### src/rtl/t64_int_pkg.sv
// ----------------------------------------------------------------------------
// t64_int_pkg
// Shared types for the t64 vectored interrupt/exception controller.
//   cfg_sel_e     : configuration register select codes
//   stack_entry_t : one return-stack frame {pc, level, is_exc}
//   state_e       : controller sequencing states
//   EXC_NO_W      : width of the exception number
// ----------------------------------------------------------------------------
package t64_int_pkg;

    localparam int EXC_NO_W  = 8;
    // Frame field widths. The pc field covers the full 64-bit address space.
    // The level field holds values 0..NUM_IRQ, so 4 bits cover up to 15 lines.
    localparam int STK_PC_W  = 64;
    localparam int STK_LVL_W = 4;

    typedef enum logic [1:0] {
        CFG_MASK     = 2'd0,
        CFG_INT_BASE = 2'd1,
        CFG_EXC_BASE = 2'd2,
        CFG_ENABLES  = 2'd3
    } cfg_sel_e;

    // pc    : address to resume at after the handler returns
    // level : priority level that was active before this handler was entered
    // is_exc: 1 when this frame belongs to an exception handler
    typedef struct packed {
        logic [STK_PC_W-1:0]  pc;
        logic [STK_LVL_W-1:0] level;
        logic                 is_exc;
    } stack_entry_t;

    typedef enum logic [1:0] {
        ST_IDLE      = 2'd0,
        ST_TAKE      = 2'd1,
        ST_RET       = 2'd2,
        ST_UNHANDLED = 2'd3
    } state_e;

endpackage

### src/rtl/t64_prio_enc.sv
// ----------------------------------------------------------------------------
// t64_prio_enc
// Find-first-set priority encoder; the lowest set bit wins.
//   req   in  WIDTH  request vector
//   valid out 1      at least one request bit set
//   index out IDX_W  index of the lowest set bit (0 when none)
// ----------------------------------------------------------------------------
module t64_prio_enc #(
    parameter int WIDTH = 8,
    parameter int IDX_W = 3
) (
    input  logic [WIDTH-1:0] req,
    output logic             valid,
    output logic [IDX_W-1:0] index
);

    // Scanning from the top down lets the lowest set bit overwrite last.
    always_comb begin
        valid = 1'b0;
        index = '0;
        for (int i = WIDTH - 1; i >= 0; i--) begin
            if (req[i]) begin
                valid = 1'b1;
                index = IDX_W'(i);
            end
        end
    end

endmodule

### src/rtl/t64_intctl.sv
// ----------------------------------------------------------------------------
// t64_intctl
// Vectored, nesting interrupt/exception controller for the t64 core.
// Prioritised interrupt lines with per-line vectors, a latched exception
// request, and a return stack holding the interrupted context.
//
// Ports
//   clk         in   1        clock
//   reset       in   1        synchronous, active-high
//   irq         in   NUM_IRQ  interrupt requests (index 0 = highest priority)
//   cfg_we      in   1        config write strobe
//   cfg_sel     in   2        0=mask 1=int base 2=exc base 3=enables
//   cfg_wdata   in   XLEN     config data
//   except_req  in   1        exception pulse
//   except_no   in   8        exception number, sampled with except_req
//   boundary    in   1        core at a fetch boundary, redirect allowed
//   cur_pc      in   XLEN     return address captured on a take
//   iret        in   1        return-from-handler pulse
//   take        out  1        one-cycle redirect pulse
//   take_addr   out  XLEN     vector target, valid while take=1
//   intack      out  NUM_IRQ  one-hot acknowledge, pulses with take for irqs
//   ret_valid   out  1        one-cycle pulse, ret_addr valid
//   ret_addr    out  XLEN     popped return address
//   unhandled   out  1        sticky double-fault / overflow indication
// ----------------------------------------------------------------------------
module t64_intctl
    import t64_int_pkg::*;
#(
    parameter int                 NUM_IRQ    = 8,
    parameter int                 XLEN       = 64,
    parameter int                 NEST_DEPTH = 4,
    parameter logic [NUM_IRQ-1:0] EDGE_MASK  = '0
) (
    input  logic                clk,
    input  logic                reset,
    input  logic [NUM_IRQ-1:0]  irq,
    input  logic                cfg_we,
    input  logic [1:0]          cfg_sel,
    input  logic [XLEN-1:0]     cfg_wdata,
    input  logic                except_req,
    input  logic [EXC_NO_W-1:0] except_no,
    input  logic                boundary,
    input  logic [XLEN-1:0]     cur_pc,
    input  logic                iret,
    output logic                take,
    output logic [XLEN-1:0]     take_addr,
    output logic [NUM_IRQ-1:0]  intack,
    output logic                ret_valid,
    output logic [XLEN-1:0]     ret_addr,
    output logic                unhandled
);

    localparam int IDX_W = (NUM_IRQ > 1) ? $clog2(NUM_IRQ) : 1;
    localparam int LVL_W = $clog2(NUM_IRQ + 1);
    localparam int PTR_W = $clog2(NEST_DEPTH + 1);

    // ------------------------------------------------------------------
    // State
    // ------------------------------------------------------------------
    logic [NUM_IRQ-1:0]  mask_reg;
    logic [XLEN-1:0]     int_base_reg;
    logic [XLEN-1:0]     exc_base_reg;
    logic                int_en_reg;
    logic                exc_en_reg;

    logic [NUM_IRQ-1:0]  irq_prev_reg;
    logic [NUM_IRQ-1:0]  edge_pend_reg;
    logic [NUM_IRQ-1:0]  edge_pend_next;

    logic                exc_pend_reg;
    logic [EXC_NO_W-1:0] exc_no_reg;

    state_e              state_reg;
    state_e              state_next;
    logic [LVL_W-1:0]    cur_level_reg;
    logic [LVL_W-1:0]    cur_level_next;
    logic [PTR_W-1:0]    ptr_reg;
    stack_entry_t        stack_reg [NEST_DEPTH];

    logic [XLEN-1:0]     take_addr_reg;
    logic [XLEN-1:0]     take_addr_next;
    logic [NUM_IRQ-1:0]  intack_reg;
    logic [NUM_IRQ-1:0]  intack_next;
    logic [XLEN-1:0]     ret_addr_reg;
    logic [XLEN-1:0]     ret_addr_next;

    // ------------------------------------------------------------------
    // Pending interrupts
    // ------------------------------------------------------------------
    logic [NUM_IRQ-1:0]  pend_vec;
    logic                pend_valid;
    logic [IDX_W-1:0]    pend_idx;
    logic                take_irq;
    logic                take_exc;
    logic                do_push;
    logic                do_pop;
    stack_entry_t        push_entry;
    stack_entry_t        top_entry;

    // Edge lines latch a rising edge; a cleared mask or a take drops it.
    // Level lines follow the live request gated by the mask.
    for (genvar gi = 0; gi < NUM_IRQ; gi++) begin : g_pend
        assign edge_pend_next[gi] = EDGE_MASK[gi]
                                  & (edge_pend_reg[gi] | (irq[gi] & ~irq_prev_reg[gi]))
                                  & mask_reg[gi]
                                  & ~(take_irq && (pend_idx == IDX_W'(gi)));
        assign pend_vec[gi] = EDGE_MASK[gi] ? edge_pend_reg[gi]
                                            : (irq[gi] & mask_reg[gi]);
    end

    t64_prio_enc #(
        .WIDTH (NUM_IRQ),
        .IDX_W (IDX_W)
    ) u_prio_enc (
        .req   (pend_vec),
        .valid (pend_valid),
        .index (pend_idx)
    );

    // An exception request arriving on the decision edge itself competes
    // immediately, so it beats an interrupt presented at the same boundary.
    logic                exc_active;
    logic [EXC_NO_W-1:0] exc_no_cur;
    assign exc_active = exc_pend_reg | except_req;
    assign exc_no_cur = exc_pend_reg ? exc_no_reg : except_no;

    // ------------------------------------------------------------------
    // Return stack helpers
    // ------------------------------------------------------------------
    logic                  stack_full;
    logic                  stack_empty;
    logic                  in_exc;
    logic [NEST_DEPTH-1:0] push_sel;

    assign stack_full  = (ptr_reg == PTR_W'(NEST_DEPTH));
    assign stack_empty = (ptr_reg == '0);

    always_comb begin
        top_entry = '0;
        for (int k = 0; k < NEST_DEPTH; k++) begin
            if (ptr_reg == PTR_W'(k + 1)) begin
                top_entry = stack_reg[k];
            end
        end
    end

    // The innermost frame tells whether an exception handler is running.
    assign in_exc = !stack_empty && top_entry.is_exc;

    for (genvar gi = 0; gi < NEST_DEPTH; gi++) begin : g_push_sel
        assign push_sel[gi] = do_push && (ptr_reg == PTR_W'(gi));
    end

    // ------------------------------------------------------------------
    // Decision / next state
    // ------------------------------------------------------------------
    always_comb begin
        state_next     = state_reg;
        cur_level_next = cur_level_reg;
        take_addr_next = take_addr_reg;
        ret_addr_next  = ret_addr_reg;
        intack_next    = '0;
        take_irq       = 1'b0;
        take_exc       = 1'b0;
        do_push        = 1'b0;
        do_pop         = 1'b0;
        push_entry     = '0;

        unique case (state_reg)
            ST_IDLE: begin
                if (iret) begin
                    // iret always suppresses a take in the same cycle.
                    if (!stack_empty) begin
                        do_pop         = 1'b1;
                        cur_level_next = LVL_W'(top_entry.level);
                        ret_addr_next  = XLEN'(top_entry.pc);
                        state_next     = ST_RET;
                    end
                end else if (boundary) begin
                    if (exc_active) begin
                        if (exc_en_reg && !in_exc && !stack_full) begin
                            take_exc          = 1'b1;
                            do_push           = 1'b1;
                            push_entry.pc     = STK_PC_W'(cur_pc);
                            push_entry.level  = STK_LVL_W'(cur_level_reg);
                            push_entry.is_exc = 1'b1;
                            take_addr_next    = exc_base_reg + XLEN'({exc_no_cur, 3'b000});
                            state_next        = ST_TAKE;
                        end else begin
                            state_next = ST_UNHANDLED;
                        end
                    end else if (pend_valid && int_en_reg && !stack_full
                                 && (LVL_W'(pend_idx) < cur_level_reg)) begin
                        take_irq          = 1'b1;
                        do_push           = 1'b1;
                        push_entry.pc     = STK_PC_W'(cur_pc);
                        push_entry.level  = STK_LVL_W'(cur_level_reg);
                        push_entry.is_exc = 1'b0;
                        cur_level_next    = LVL_W'(pend_idx);
                        take_addr_next    = int_base_reg + XLEN'({pend_idx, 3'b000});
                        intack_next       = NUM_IRQ'(1) << pend_idx;
                        state_next        = ST_TAKE;
                    end
                end
            end
            ST_TAKE, ST_RET: begin
                state_next = ST_IDLE;
            end
            ST_UNHANDLED: begin
                state_next = ST_UNHANDLED;
            end
            default: begin
                state_next = ST_IDLE;
            end
        endcase
    end

    // ------------------------------------------------------------------
    // Registers
    // ------------------------------------------------------------------
    always_ff @(posedge clk) begin
        if (reset) begin
            state_reg     <= ST_IDLE;
            cur_level_reg <= LVL_W'(NUM_IRQ);
            ptr_reg       <= '0;
            take_addr_reg <= '0;
            intack_reg    <= '0;
            ret_addr_reg  <= '0;
            exc_pend_reg  <= 1'b0;
            exc_no_reg    <= '0;
            irq_prev_reg  <= '0;
            edge_pend_reg <= '0;
        end else begin
            state_reg     <= state_next;
            cur_level_reg <= cur_level_next;
            take_addr_reg <= take_addr_next;
            intack_reg    <= intack_next;
            ret_addr_reg  <= ret_addr_next;
            irq_prev_reg  <= irq;
            edge_pend_reg <= edge_pend_next;

            if (do_push) begin
                ptr_reg <= ptr_reg + PTR_W'(1);
            end else if (do_pop) begin
                ptr_reg <= ptr_reg - PTR_W'(1);
            end

            // Taking a latched exception frees the slot for a request that
            // arrives on that same edge; otherwise the first request wins.
            if (take_exc) begin
                exc_pend_reg <= exc_pend_reg & except_req;
            end else begin
                exc_pend_reg <= exc_pend_reg | except_req;
            end
            if (except_req && (take_exc || !exc_pend_reg)) begin
                exc_no_reg <= except_no;
            end
        end
    end

    always_ff @(posedge clk) begin
        if (reset) begin
            for (int k = 0; k < NEST_DEPTH; k++) begin
                stack_reg[k] <= '0;
            end
        end else begin
            for (int k = 0; k < NEST_DEPTH; k++) begin
                if (push_sel[k]) begin
                    stack_reg[k] <= push_entry;
                end
            end
        end
    end

    // Configuration; vector bases are 8-byte aligned.
    always_ff @(posedge clk) begin
        if (reset) begin
            mask_reg     <= '0;
            int_base_reg <= '0;
            exc_base_reg <= '0;
            int_en_reg   <= 1'b0;
            exc_en_reg   <= 1'b0;
        end else if (cfg_we) begin
            unique case (cfg_sel_e'(cfg_sel))
                CFG_MASK:     mask_reg     <= cfg_wdata[NUM_IRQ-1:0];
                CFG_INT_BASE: int_base_reg <= {cfg_wdata[XLEN-1:3], 3'b000};
                CFG_EXC_BASE: exc_base_reg <= {cfg_wdata[XLEN-1:3], 3'b000};
                CFG_ENABLES: begin
                    int_en_reg <= cfg_wdata[0];
                    exc_en_reg <= cfg_wdata[1];
                end
                default: ;
            endcase
        end
    end

    // ------------------------------------------------------------------
    // Outputs
    // ------------------------------------------------------------------
    assign take      = (state_reg == ST_TAKE);
    assign take_addr = take_addr_reg;
    assign intack    = intack_reg;
    assign ret_valid = (state_reg == ST_RET);
    assign ret_addr  = ret_addr_reg;
    assign unhandled = (state_reg == ST_UNHANDLED);

endmodule

### config.mk
export PLATFORM = sky130hd
export DESIGN_NAME = t64_intctl
export DESIGN_NICKNAME = d
export VERILOG_FILES = /design/src/rtl/t64_int_pkg.sv /design/src/rtl/t64_prio_enc.sv /design/src/rtl/t64_intctl.sv
export SDC_FILE = /design/constraint.sdc
export NUM_CORES = 1
export LEC_CHECK = 0
export BUFFER_PORTS_ARGS = -buffer_cell sky130_fd_sc_hd__buf_4
export CELL_PAD_IN_SITES_DETAIL_PLACEMENT = 0
export CELL_PAD_IN_SITES_GLOBAL_PLACEMENT = 1
export CORE_MARGIN = 2
export CORE_UTILIZATION = 49
export DETAILED_ROUTE_END_ITERATION = 10
export GPL_TIMING_DRIVEN = 0
export PLACE_DENSITY_LB_ADDON = 0.1
export SLEW_MARGIN = 20
export SYNTH_ARGS = -nofsm -noshare
export SYNTH_HDL_FRONTEND = slang
export SYNTH_SLANG_ARGS = --single-unit
### constraint.sdc
create_clock -name clk -period 20.6 [get_ports clk]
set_input_delay 3.09 -clock clk [delete_from_list [all_inputs] [get_ports clk]]
set_output_delay 3.09 -clock clk [all_outputs]
set_load 0.005 [all_outputs]
==> reports/qor.yml <==
whs_ns: 0.453
synth_compound_area_frac: 0.126
holdPathStages: 2
status: "completed"
syn_area_um2: 25500
top_layer_used: "met5"
crit_path_end_kind: "flop"
synth-async-reset-ratio: 0
hold_buffers: 0
die_w_um: 232
pin_count: 291
cts_buffers: 58
grt_pass1_wl_um: 124000
worst_ep_required_time_ns: 21.00
grt_max_degree: 54
start_util: 0.497
fin_setup_tns_ns: 0
period_share: 0.322
die_area_um2: 53900
placed_cell_area_um2: 28900
synth_cell_type_count: 71
cts_resized: 0
hold_viol_final: 0
r2r_cells: 12
irDropWorstVdd_v: 0.0000764
antenna_found_initial: 4
min_from: "take_addr[53]"
path_class: "in2reg"
worstReg2RegStart: "exc_pend_reg"
post-route-min-period_ns: 6.64
syn_inst: 2688
crit_path_max_fanout: 19
antenna_left: 0
via_count: 21900
cp-start-kind: "input port"
largest_reg_flops: 275
fin_util: 0.599
relSlewSlack: 0.246
tightest_slew_ns: 1.13
first_pass_iters: 5
place_worst_setup_slack_ns: 13.16
port-buffer-count: 287
area_delta_synth_final_pct: 20.6
grt_usage: 0.302
setup_violations: 0
dp_hpwl_um: 60000
synthAdderAreaFrac: 0.0109
drive_above_1_share: 0.145
post_cts_buffers: 0
wl_per_cell_um: 21.8
p_leak_nw: 11.9
stdcell_area_um2: 30800
drv_cap: 0
clock_skew_ns: 0.0203
cts_tree: "built"
wl_met3_um: 5780
synthSimpleGateAreaFrac: 0.232
clock_path_buffers: 3
grt_overflow_total: 0
holdPathEnd: "take_addr[53]"
synthMuxAreaShare: 0.0129
core_um2: 51400
synth_xor_area_frac: 0.0360
fmax_mhz: 151
clock-sinks: 558
clkTransAtPathRegs_ns: 0.06
clock_latency_ns: 0.65
setup_ws_ns: 13.96
grt_pass1_vias: 21200
routabilityCongestion: 0.952
cts_root_buf: "clkbuf_16"
report.final.slew_viol_count: 0
syn_area_per_cell_um2: 9.50
rows: 83
viasPerCell: 5.81
wl_met2_um: 40300
drc_errors: 0
drt-met1-wl_um: 32900
htree_levels: 2
ys_ff_latch: 558
nets: 3220
power_density_nw_per_um2: 100
synth_top_family_by_area: "simple AND/OR/NAND/NOR gates"
synth_edf_count: 275
hp-class: "reg2reg"
die_h_um: 232
yosys_warnings: 0
worstPathArrival_ns: 7.04
drt_iter0_drc: 2109
rsz0062_at_grt: "false"
synthFlopType: "dfxtp_1"
wl_um: 82400
timing.rr.end: "take_addr[63]"
regToRegSetupSlack_ns: 16.05
seq_area_frac_synth: 0.545
-- worst max path at each step --
| stage | start | end | depth (start not counted) | slack [ns] |
|---|---|---|---|---|
| 6_report | irq[6] | stack_reg[0][44] | 14 | 13.96 |
| 2_1_floorplan | irq[4] | stack_reg[0][0] | 11 | 10.04 |
| 3_5_place_dp | irq[4] | stack_reg[1][41] | 14 | 13.16 |
| 5_1_grt | irq[6] | stack_reg[1][43] | 13 | 13.63 |
| 3_3_place_gp | irq[4] | stack_reg[0][45] | 12 | 5.87 |
| 4_1_cts | irq[4] | stack_reg[1][68] | 14 | 13.83 |
-- cells in the mapped netlist (5+ instances only) --
cell type	instances	area [µm²]
a211oi_1	15	113
a21o_1	6	45.0
a21oi_1	149	746
a22oi_1	73	548
a311oi_1	66	578
a31oi_1	6	37.5
a32o_1	17	170
and2_1	74	463
and3_1	220	1380
and4_1	14	123
buf_1	5	18.8
buf_2	23	115
clkbuf_1	173	649
dfxtp_1	283	5670
edfxtp_1	275	8260
ha_1	19	238
inv_1	32	120
mux2_2	7	78.8
mux2i_1	25	250
nand2_1	565	2120
nand2b_1	6	37.5
nand3_1	60	300
nand4_1	34	213
nor2_1	153	574
nor2b_1	5	31.3
nor3_1	54	270
nor3_2	5	50.1
nor4_1	14	87.6
o211ai_1	11	82.6
o21ai_0	105	526
o21ai_1	18	90.1
or2_2	5	31.3
or3_1	9	56.3
xnor2_1	60	526
xor2_1	45	394
-- logic make-up (layout without fill, tap and decap cells) --
group                    count (synthesis)  in the layout
AO/OA/AOI/OAI                          497            497
XOR/XNOR                               105            105
adder cells (fa/ha/maj)                 21             21
buffers and inverters                  240            647
flip-flops                             558            558
multiplexers                            32             32
other                                    1              5
AND/OR/NAND/NOR                       1234           1234
-- cell type report --
class                      instances  area (µm²)
antenna                            2        5.00
buffer                           207         833
clock buffer                      86        1690
clock inverter                    24         239
fill                            4517       20600
inverter                          33         124
multi-input combinational       1892       10700
sequential                       558       13900
tap                              680         851
timing repair buffer             297        2420
-- cells in the final DEF (no fill, tap or decap), types with 59 or more instances in the layout --
cell type and instances:
clkbuf_16 59, buf_4 290, nand3_1 60, a311oi_1 66, o21ai_0 103, edfxtp_1 275
a22oi_1 73, clkbuf_1 189, and3_1 220, nand2_1 563, xnor2_1 60, a21oi_1 149
nor2_1 151, dfxtp_1 283, and2_1 74
-- metrics by stage --
| step | std cells | power, mW |
|---|---|---|
| after floorplan | 2690 | 1.71 |
| after global placement | 3657 | 2.03 |
| after detailed placement | 3667 | 2.05 |
| after CTS | 3777 | 3.10 |
| after global routing | 3779 | 3.22 |
| final | 3779 | 3.09 |
-- critical path, stage by stage --
cell and delay (ns):
buf_4 0.12, a22o_1 0.24, a221oi_1 0.46, nor2_1 0.26
ha_1 0.33, nor3b_1 0.25, a21oi_1 0.19, a21oi_1 0.31
buf_2 0.34, clkbuf_1 0.67, o21ai_4 0.18, buf_16 0.24
buf_16 0.17, buf_16 0.16
-- layer usage --
layer  GRT usage  up-vias
li1            -    10300
met1       0.380    10600
met2       0.515      867
met3      0.0436      180
met4       0.135        4
met5           0        -
-- where the power goes --
group	switching, mW	internal (mW)
combinational	0.453	0.252
sequential	0.0630	1.26
clock	0.461	0.605
No activity file was read; power rests on OpenSTA's default activity.
